<file path="config.mk">
export PLATFORM = sky130hd
export DESIGN_NAME = schmitt_filter_bank
export DESIGN_NICKNAME = d
export VERILOG_FILES = /design/src/rtl/schmitt_filter_pkg.sv /design/src/rtl/schmitt_filter_ch.sv /design/src/rtl/schmitt_filter_bank.sv
export SDC_FILE = /design/constraint.sdc
export NUM_CORES = 1
export LEC_CHECK = 0
export ABC_AREA = 1
export CAP_MARGIN = 20
export CORE_ASPECT_RATIO = 0.8
export CORE_MARGIN = 5
export CORE_UTILIZATION = 57
export DETAILED_ROUTE_END_ITERATION = 8
export HOLD_SLACK_MARGIN = 0.02
export PLACE_DENSITY = 0.92
export SLEW_MARGIN = 20
export SYNTH_ARGS = -nofsm -noshare
export SYNTH_HDL_FRONTEND = slang
export SYNTH_HIERARCHICAL = 1
export SYNTH_SLANG_ARGS = --single-unit
</file>
<file path="constraint.sdc">
create_clock -name clk -period 2.48 [get_ports clk]
set_input_delay 0.496 -clock clk [delete_from_list [all_inputs] [get_ports clk]]
set_output_delay 0.496 -clock clk [all_outputs]
set_load 0.01 [all_outputs]
</file>
<file path="src/rtl/schmitt_filter_pkg.sv">
// Shared defaults and the per-channel output state type for the Schmitt filter bank.
package schmitt_filter_pkg;

  localparam int DEF_NCH         = 4;
  localparam int DEF_SYNC_STAGES = 2;
  localparam int DEF_CNT_W       = 4;
  localparam int DEF_HI_TH       = 12;
  localparam int DEF_LO_TH       = 3;
  localparam int DEF_PRESCALE    = 1;

  typedef enum logic {
    ST_LOW  = 1'b0,
    ST_HIGH = 1'b1
  } sch_state_e;

endpackage

</file>
<file path="src/rtl/schmitt_filter_ch.sv">
// One filter channel: synchroniser, saturating up/down integrator, LOW/HIGH hysteresis
// state machine and registered edge pulses.
module schmitt_filter_ch
  import schmitt_filter_pkg::*;
#(
  parameter int SYNC_STAGES = DEF_SYNC_STAGES,
  parameter int CNT_W       = DEF_CNT_W,
  parameter int HI_TH       = DEF_HI_TH,
  parameter int LO_TH       = DEF_LO_TH
) (
  input  logic clk,
  input  logic clear,
  input  logic tick,
  input  logic pad_in,
  output logic filt_out,
  output logic rise_pulse,
  output logic fall_pulse
);

  localparam logic [CNT_W-1:0] CNT_MAX = {CNT_W{1'b1}};
  localparam logic [CNT_W-1:0] HI_V    = CNT_W'(HI_TH);
  localparam logic [CNT_W-1:0] LO_V    = CNT_W'(LO_TH);

  logic [SYNC_STAGES-1:0] sync_q, sync_d;
  logic [CNT_W-1:0]       cnt_q, cnt_d;
  sch_state_e             state_q, state_d;
  logic                   rise_q, rise_d;
  logic                   fall_q, fall_d;
  logic                   sync_bit;

  assign sync_bit = sync_q[SYNC_STAGES-1];

  always_comb begin
    sync_d = {sync_q[SYNC_STAGES-2:0], pad_in};
    cnt_d  = cnt_q;
    if (tick) begin
      if (sync_bit && (cnt_q != CNT_MAX)) begin
        cnt_d = cnt_q + CNT_W'(1);
      end else if (!sync_bit && (cnt_q != '0)) begin
        cnt_d = cnt_q - CNT_W'(1);
      end
    end
  end

  // Thresholds act on the registered count, so the pulse and the level change together.
  always_comb begin
    state_d = state_q;
    rise_d  = 1'b0;
    fall_d  = 1'b0;
    case (state_q)
      ST_LOW: begin
        if (cnt_q >= HI_V) begin
          state_d = ST_HIGH;
          rise_d  = 1'b1;
        end
      end
      ST_HIGH: begin
        if (cnt_q <= LO_V) begin
          state_d = ST_LOW;
          fall_d  = 1'b1;
        end
      end
      default: state_d = ST_LOW;
    endcase
  end

  always_ff @(posedge clk) begin
    if (clear) begin
      sync_q  <= '0;
      cnt_q   <= '0;
      state_q <= ST_LOW;
      rise_q  <= 1'b0;
      fall_q  <= 1'b0;
    end else begin
      sync_q  <= sync_d;
      cnt_q   <= cnt_d;
      state_q <= state_d;
      rise_q  <= rise_d;
      fall_q  <= fall_d;
    end
  end

  assign filt_out   = (state_q == ST_HIGH);
  assign rise_pulse = rise_q;
  assign fall_pulse = fall_q;

endmodule

</file>
<file path="src/rtl/schmitt_filter_bank.sv">
// NCH-channel digital Schmitt filter bank with shared prescaler and power-good clear.
// Optional sticky edge status / interrupt enabled by defining SCHMITT_FILTER_IRQ_EN.
module schmitt_filter_bank
  import schmitt_filter_pkg::*;
#(
  parameter int NCH         = DEF_NCH,
  parameter int SYNC_STAGES = DEF_SYNC_STAGES,
  parameter int CNT_W       = DEF_CNT_W,
  parameter int HI_TH       = DEF_HI_TH,
  parameter int LO_TH       = DEF_LO_TH,
  parameter int PRESCALE    = DEF_PRESCALE
) (
  input  logic           clk,
  input  logic           reset,
  input  logic           pwr_good,
  input  logic [NCH-1:0] pad_in,
  output logic [NCH-1:0] filt_out,
  output logic [NCH-1:0] rise_pulse,
  output logic [NCH-1:0] fall_pulse,
  input  logic [NCH-1:0] irq_clr,
  output logic [NCH-1:0] irq_status,
  output logic           irq
);

  if (!((LO_TH < HI_TH) && (HI_TH <= (2**CNT_W) - 1))) begin : g_err_th
    $error("schmitt_filter_bank: thresholds must satisfy LO_TH < HI_TH <= 2**CNT_W-1");
  end
  if (PRESCALE < 1) begin : g_err_ps
    $error("schmitt_filter_bank: PRESCALE must be at least 1");
  end
  if (SYNC_STAGES < 2) begin : g_err_sync
    $error("schmitt_filter_bank: SYNC_STAGES must be at least 2");
  end

  // Power loss behaves exactly like reset for every register in the bank.
  logic clear;
  logic tick;

  assign clear = reset | ~pwr_good;

  if (PRESCALE > 1) begin : g_ps
    localparam int PS_W = $clog2(PRESCALE);
    logic [PS_W-1:0] ps_q, ps_d;

    always_comb begin
      ps_d = (ps_q == PS_W'(PRESCALE - 1)) ? '0 : ps_q + PS_W'(1);
    end

    always_ff @(posedge clk) begin
      if (clear) begin
        ps_q <= '0;
      end else begin
        ps_q <= ps_d;
      end
    end

    assign tick = (ps_q == '0);
  end else begin : g_no_ps
    assign tick = 1'b1;
  end

  for (genvar i = 0; i < NCH; i++) begin : g_ch
    schmitt_filter_ch #(
      .SYNC_STAGES (SYNC_STAGES),
      .CNT_W       (CNT_W),
      .HI_TH       (HI_TH),
      .LO_TH       (LO_TH)
    ) u_ch (
      .clk        (clk),
      .clear      (clear),
      .tick       (tick),
      .pad_in     (pad_in[i]),
      .filt_out   (filt_out[i]),
      .rise_pulse (rise_pulse[i]),
      .fall_pulse (fall_pulse[i])
    );
  end

`ifdef SCHMITT_FILTER_IRQ_EN
  logic [NCH-1:0] status_q, status_d;
  logic           irq_q, irq_d;

  // A new edge outranks a clear landing in the same cycle, so no event is lost.
  always_comb begin
    status_d = (status_q & ~irq_clr) | rise_pulse | fall_pulse;
    irq_d    = |status_d;
  end

  always_ff @(posedge clk) begin
    if (clear) begin
      status_q <= '0;
      irq_q    <= 1'b0;
    end else begin
      status_q <= status_d;
      irq_q    <= irq_d;
    end
  end

  assign irq_status = status_q;
  assign irq        = irq_q;
`else
  logic unused_irq_clr;

  assign unused_irq_clr = ^irq_clr;
  assign irq_status     = '0;
  assign irq            = 1'b0;
`endif

endmodule

</file>
# Word-level counts from Yosys, hierarchy flattened
# Index checks and enable logic that the tools add are counted.
[classes]
n_addsub = 8
magnitude_cmp = 8
n_eq_ne = 4
n_mux = 24
n_bitwise = 6
reduce_logical = 28
[ops]
columns = ["op", "n"]
rows = [
  ["$mux W4", 8],
  ["$add A4 B1 Y4 const B", 4],
  ["$ge A4 B4 Y1 const B", 4],
  ["$le A4 B2 Y1 const B", 4],
  ["$ne A4 B4 Y1 const B", 4],
  ["$reduce_bool A4 Y1", 4],
  ["$reduce_or A2 Y1", 8],
  ["$sub A4 B1 Y4 const B", 4],
  ["$mux W1", 12],
  ["$logic_and A1 B1 Y1", 8],
  ["$pmux W1 S2", 4],
  ["$reduce_bool A2 Y1", 4],
  ["$not A1 Y1", 5],
  ["$logic_not A1 Y1", 4],
  ["$or A1 B1 Y1", 1],
]
[totals]
regBits = 36
inputBits = 11
output_inout_bits = 17
wordCells = 98

# Logic depth before layout (Yosys ltp)
[depth]
word_depth = 4
depth_mapped = 12
depth_no_buf = 12

# Hierarchy
# The synthesis kept the hierarchy.
[by_module_without_submodules]
columns = ["mod", "instances", "cells_each", "area_per_inst_um2", "seq_area_each_um2"]
rows = [
  ["schmitt_filter_ch", 4, 58, 452.9, 180.2],
  ["schmitt_filter_bank", 1, 9, 52.6, 0.0],
]

# Worst setup path after synthesis
# Ideal clock, no wire load.
[synth_path]
path_type = "register to register"
from = "reg g_ch[0].u_ch.cnt_q[0]"
to = "reg g_ch[0].u_ch.cnt_q[3]"
setup_ps = 114
arrival_ps = 1482
t_required_ps = 2366
path_slack_ps = 884
stages_incl_launch_ff = 12
n_path_buf = 0
synth_period_minus_slack_ps = 1596
path_cell_list = "dfxtp_1 -> nand2_1 -> o21ai_2 -> ha_1 -> nand2_1 -> nand2_1 -> nor2_1 -> nand2_1 -> nand2_1 -> nor2_2 -> nor2_1 -> nor2_2"
[synth_via]
elab_chain_cells = 3
word_cells_on_any_way = 9
classes_between = "2 x add/sub; 1 x eq/ne; 2 x mux; 4 x reduce/logical"
[synth_lines]
columns = ["item", "line_no", "source"]
rows = [
  ["start: declaration", "schmitt_filter_ch.sv:25", "logic [CNT_W-1:0] cnt_q, cnt_d;"],
  ["start signal: assignment", "schmitt_filter_ch.sv:76", "cnt_q <= cnt_d;"],
  ["$sub A4 B1 Y4, or another cell as far along", "schmitt_filter_ch.sv:40", "cnt_d = cnt_q - CNT_W'(1);"],
  ["$mux W4, or another cell as far along", "schmitt_filter_ch.sv:39", "end else if (!sync_bit && (cnt_q != '0)) begin"],
  ["$mux W4 / $reduce_bool A2 Y1 (equally long branches)", "n/a", ""],
]
# Several ways; a longest one is shown, not always the timed one. The select of a mux whose other input is x is not followed.
# A chain may end at the register's enable or synchronous reset.

# Final worst setup path
# Same ends and word-level chain as after synthesis.

==> impl_results.md <==
* F_max at 543 MHz
* Setup Crit Path Kind: flip-flop to flip-flop
* Adder-cell area share of the yosys netlist at 9.66%
* Outcome: completed
* EDFF count, synth at 0
* Met3 GRT Util at 5.38%
* Setup bufs post-CTS at 0
* GR peak layer: met2
* Commonest cells in the netlist: inv_1, nand2_1, dfxtp_1
* Starting DRC count in detailed routing at 95
* Total net switching power at 272 uW
* Clock power share at 37.9%
* Seq/Total Area, Yosys at 38.7%
* Clock buffer depth at 2
* Minimum clock period at 1.84 ns
* Die area at 0.00452 sq mm
* Cts bufs inserted at 5
* Avg Vias per Cell at 4.85
* Final setup viols at 0
* Max VDD drop at 284 uV
* WL final at 3290 um
* Root Buffer: clkbuf_8
* Prevailing post-synth register cell: dfxtp_1
* Pin count of the biggest net entering global routing at 25
* Hold buffer count at CTS at 0
* Sequential power share at 53.0%
* YS warnings at 6
* CP max stage delay at 0.44 ns
* Share of the synthesized area in the top cell type at 38.7%
* Total global-route track usage at 17.1%
* Die extent in y at 61.2 um
* Worst Skew at 0.00363 ns
* Maximum fanout along the worst path at 5
* Yosys top cell by area: dfxtp_1
* Period utilization at 74.3%
* Worst path required time at 2.66 ns
* Die width at 73.9 um
* Layout cells sized above 1 at 13.0%
* Final #Nets at 292
* Mux contribution to synthesized area at 0%
* Io pins at 28
* DRC violations left at 0
* # port buffers at 18
* RSZ-0062 raised after global routing: no
* Async S/R FF share, synth at 0%
* Number of global-route vias before repair at 1,388
* Critical path's most frequent cell: nand2_1
* Hold Path Class: flip-flop to flip-flop
* Top cells by area, synth: dfxtp_1, inv_1, nand2_1
* Internal power at 853 uW
* Post-Synth XOR/XNOR Area at 1.88%
* Starting Density at 60.0%
* Clk_lat worst skew at 0.29 ns
* Wire per inst at 10.6 um
* Comb power frac at 9.1%
* Setup TNS at 0 ns
* CTS H-tree lvls at 2
* Min Hold Slack at 0.403 ns
* Area Overhead vs Synth at 17.0%
* Sinks on Clock Net at 36
* #FFs+latches synth at 36
* Cell breakdown of the critical path: nand2_1 -> o21ai_2 -> ha_1 -> nand2_1 -> nand2_1 -> nor2_1 -> nand2_1 -> nand2_1 -> nor2_2 -> nor2_1 -> nor2_2
* Sw Share at 24.1%
* Startpoint Class: flip-flop
* Final core utilization at 70.2%
* N_diodes at 0
* Main combinational cell family by area after synthesis: simple AND/OR/NAND/NOR gates
* CTS tree: yes
* Total global routing overflow at 0
* Slew Limit Fails at 0
* Final Hold Violating Endpoints at 0
* R2R setup slack at 0.64 ns
* Post-CTS sizing at 0
* Overall power at 1.13 mW
* Synthesized netlist cell count at 241
* Antenna-violating nets left at 0
* Leak at 0.859 nW
* Dpl hpwl at 2480 um
* Core area at 0.00311 sq mm
* Via count at 1,502
* Slowest CP cell: dfxtp_1
* CP Capture Type: flip-flop
* Compound-cell area share of the yosys netlist at 9.93%
* First-pass GRT wire length at 5870 um
* Antenna violations before repair at 0
* Clock transition at path regs at 0.07 ns
* Crit path arrival time at 2.03 ns
* 1st-pass router iterations at 6
* Synthesized area per cell at 7.74 sq um
* Placement row count at 18
* Cell area after synthesis at 0.00186 sq mm
* Max-cap violation count at 0
* Post-synthesis simple-gate area fraction at 30.0%
* Met2 Track Usage GR at 29.4%
* Synth unique cells at 19
* GR Util met1 at 20.0%
* Pwr Density at 516 mW/mm^2
* Final Wtd Congestion at 0.826
[flip-flops by register name, summed over array words and instances, names as in the netlist]
name and flops:
g_ch.u_ch/cnt_q 16, g_ch.u_ch/fall_pulse 4, g_ch.u_ch/filt_out 4, g_ch.u_ch/rise_pulse 4, g_ch.u_ch/sync_q 8
[routing by layer]
layer  vias to the layer above  share of wire, %
li1                        807                 -
met1                       664                45
met2                        25                49
met3                         6               4.5
met4                         0              0.94
met5                         -                 0
[power groups by stage]
stage	registers [mW]	logic [mW]	clock network [mW]
finish	0.597	0.102	0.427
global route	0.598	0.116	0.462
CTS	0.596	0.101	0.434
detailed placement	0.610	0.101	0
global placement	0.609	0.0964	0
floorplan	0.608	0.0818	0
[cells by family after synthesis]
family | count (synthesis)
AOI/OAI and AO/OA | 32
xor gates and xnor gates | 4
adders and majority gates | 12
buffers and inverters | 42
DFF | 36
other | 2
and+or+nand+nor | 113
[worst max-delay path: cells and delay by family, from the launching register on]
kind                     cells  cell delay, ns
AO/OA/AOI/OAI                1            0.23
adder cells (fa/ha/maj)      1            0.32
flip-flops                   1            0.44
AND/OR/NAND/NOR              9            0.74
[cell usage in the layout (no fill, tap or decap), drive strengths merged]
master,count
a211oi,4
nand3,16
nand2,45
fa,4
ha,8
xor2,4
o21ai,16
conb,9
clkbuf,8
dfxtp,36
nor3,4
buf,1
clkdlybuf4s50,18
a21oi,12
nor4,4
nor2,44
inv,37
[final cells by class]
cell class	instances	area, sq um
clock buffers	8	90.1
fillers	236	927
inverters	37	139
multi-input cells	170	993
flip-flops and latches	36	721
well taps	40	50.0
repair buffers	19	188
[final timing paths]
| check | endpoint | cells past startpoint | from |
|---|---|---|---|
| worst max register to register | g_ch[0].u_ch/cnt_q[3] | 11 | g_ch[0].u_ch/cnt_q[0] |
| worst min-delay path | g_ch[3].u_ch/sync_q[1] | 2 | g_ch[3].u_ch/sync_q[0] |
| worst max-delay path | g_ch[0].u_ch/cnt_q[3] | 11 | g_ch[0].u_ch/cnt_q[0] |
| worst min register to register | g_ch[3].u_ch/sync_q[1] | 2 | g_ch[3].u_ch/sync_q[0] |
[metrics by stage]
step           setup slack (ns)  instances  area [sq um]
6_report                  0.638        310          2180
3_5_place_dp              0.693        302          2090
3_3_place_gp              0.762        302          2090
4_1_cts                   0.667        310          2180
5_1_grt                   0.469        310          2180
2_1_floorplan             0.884        248          1890
Power figures use the tool's default switching activity.
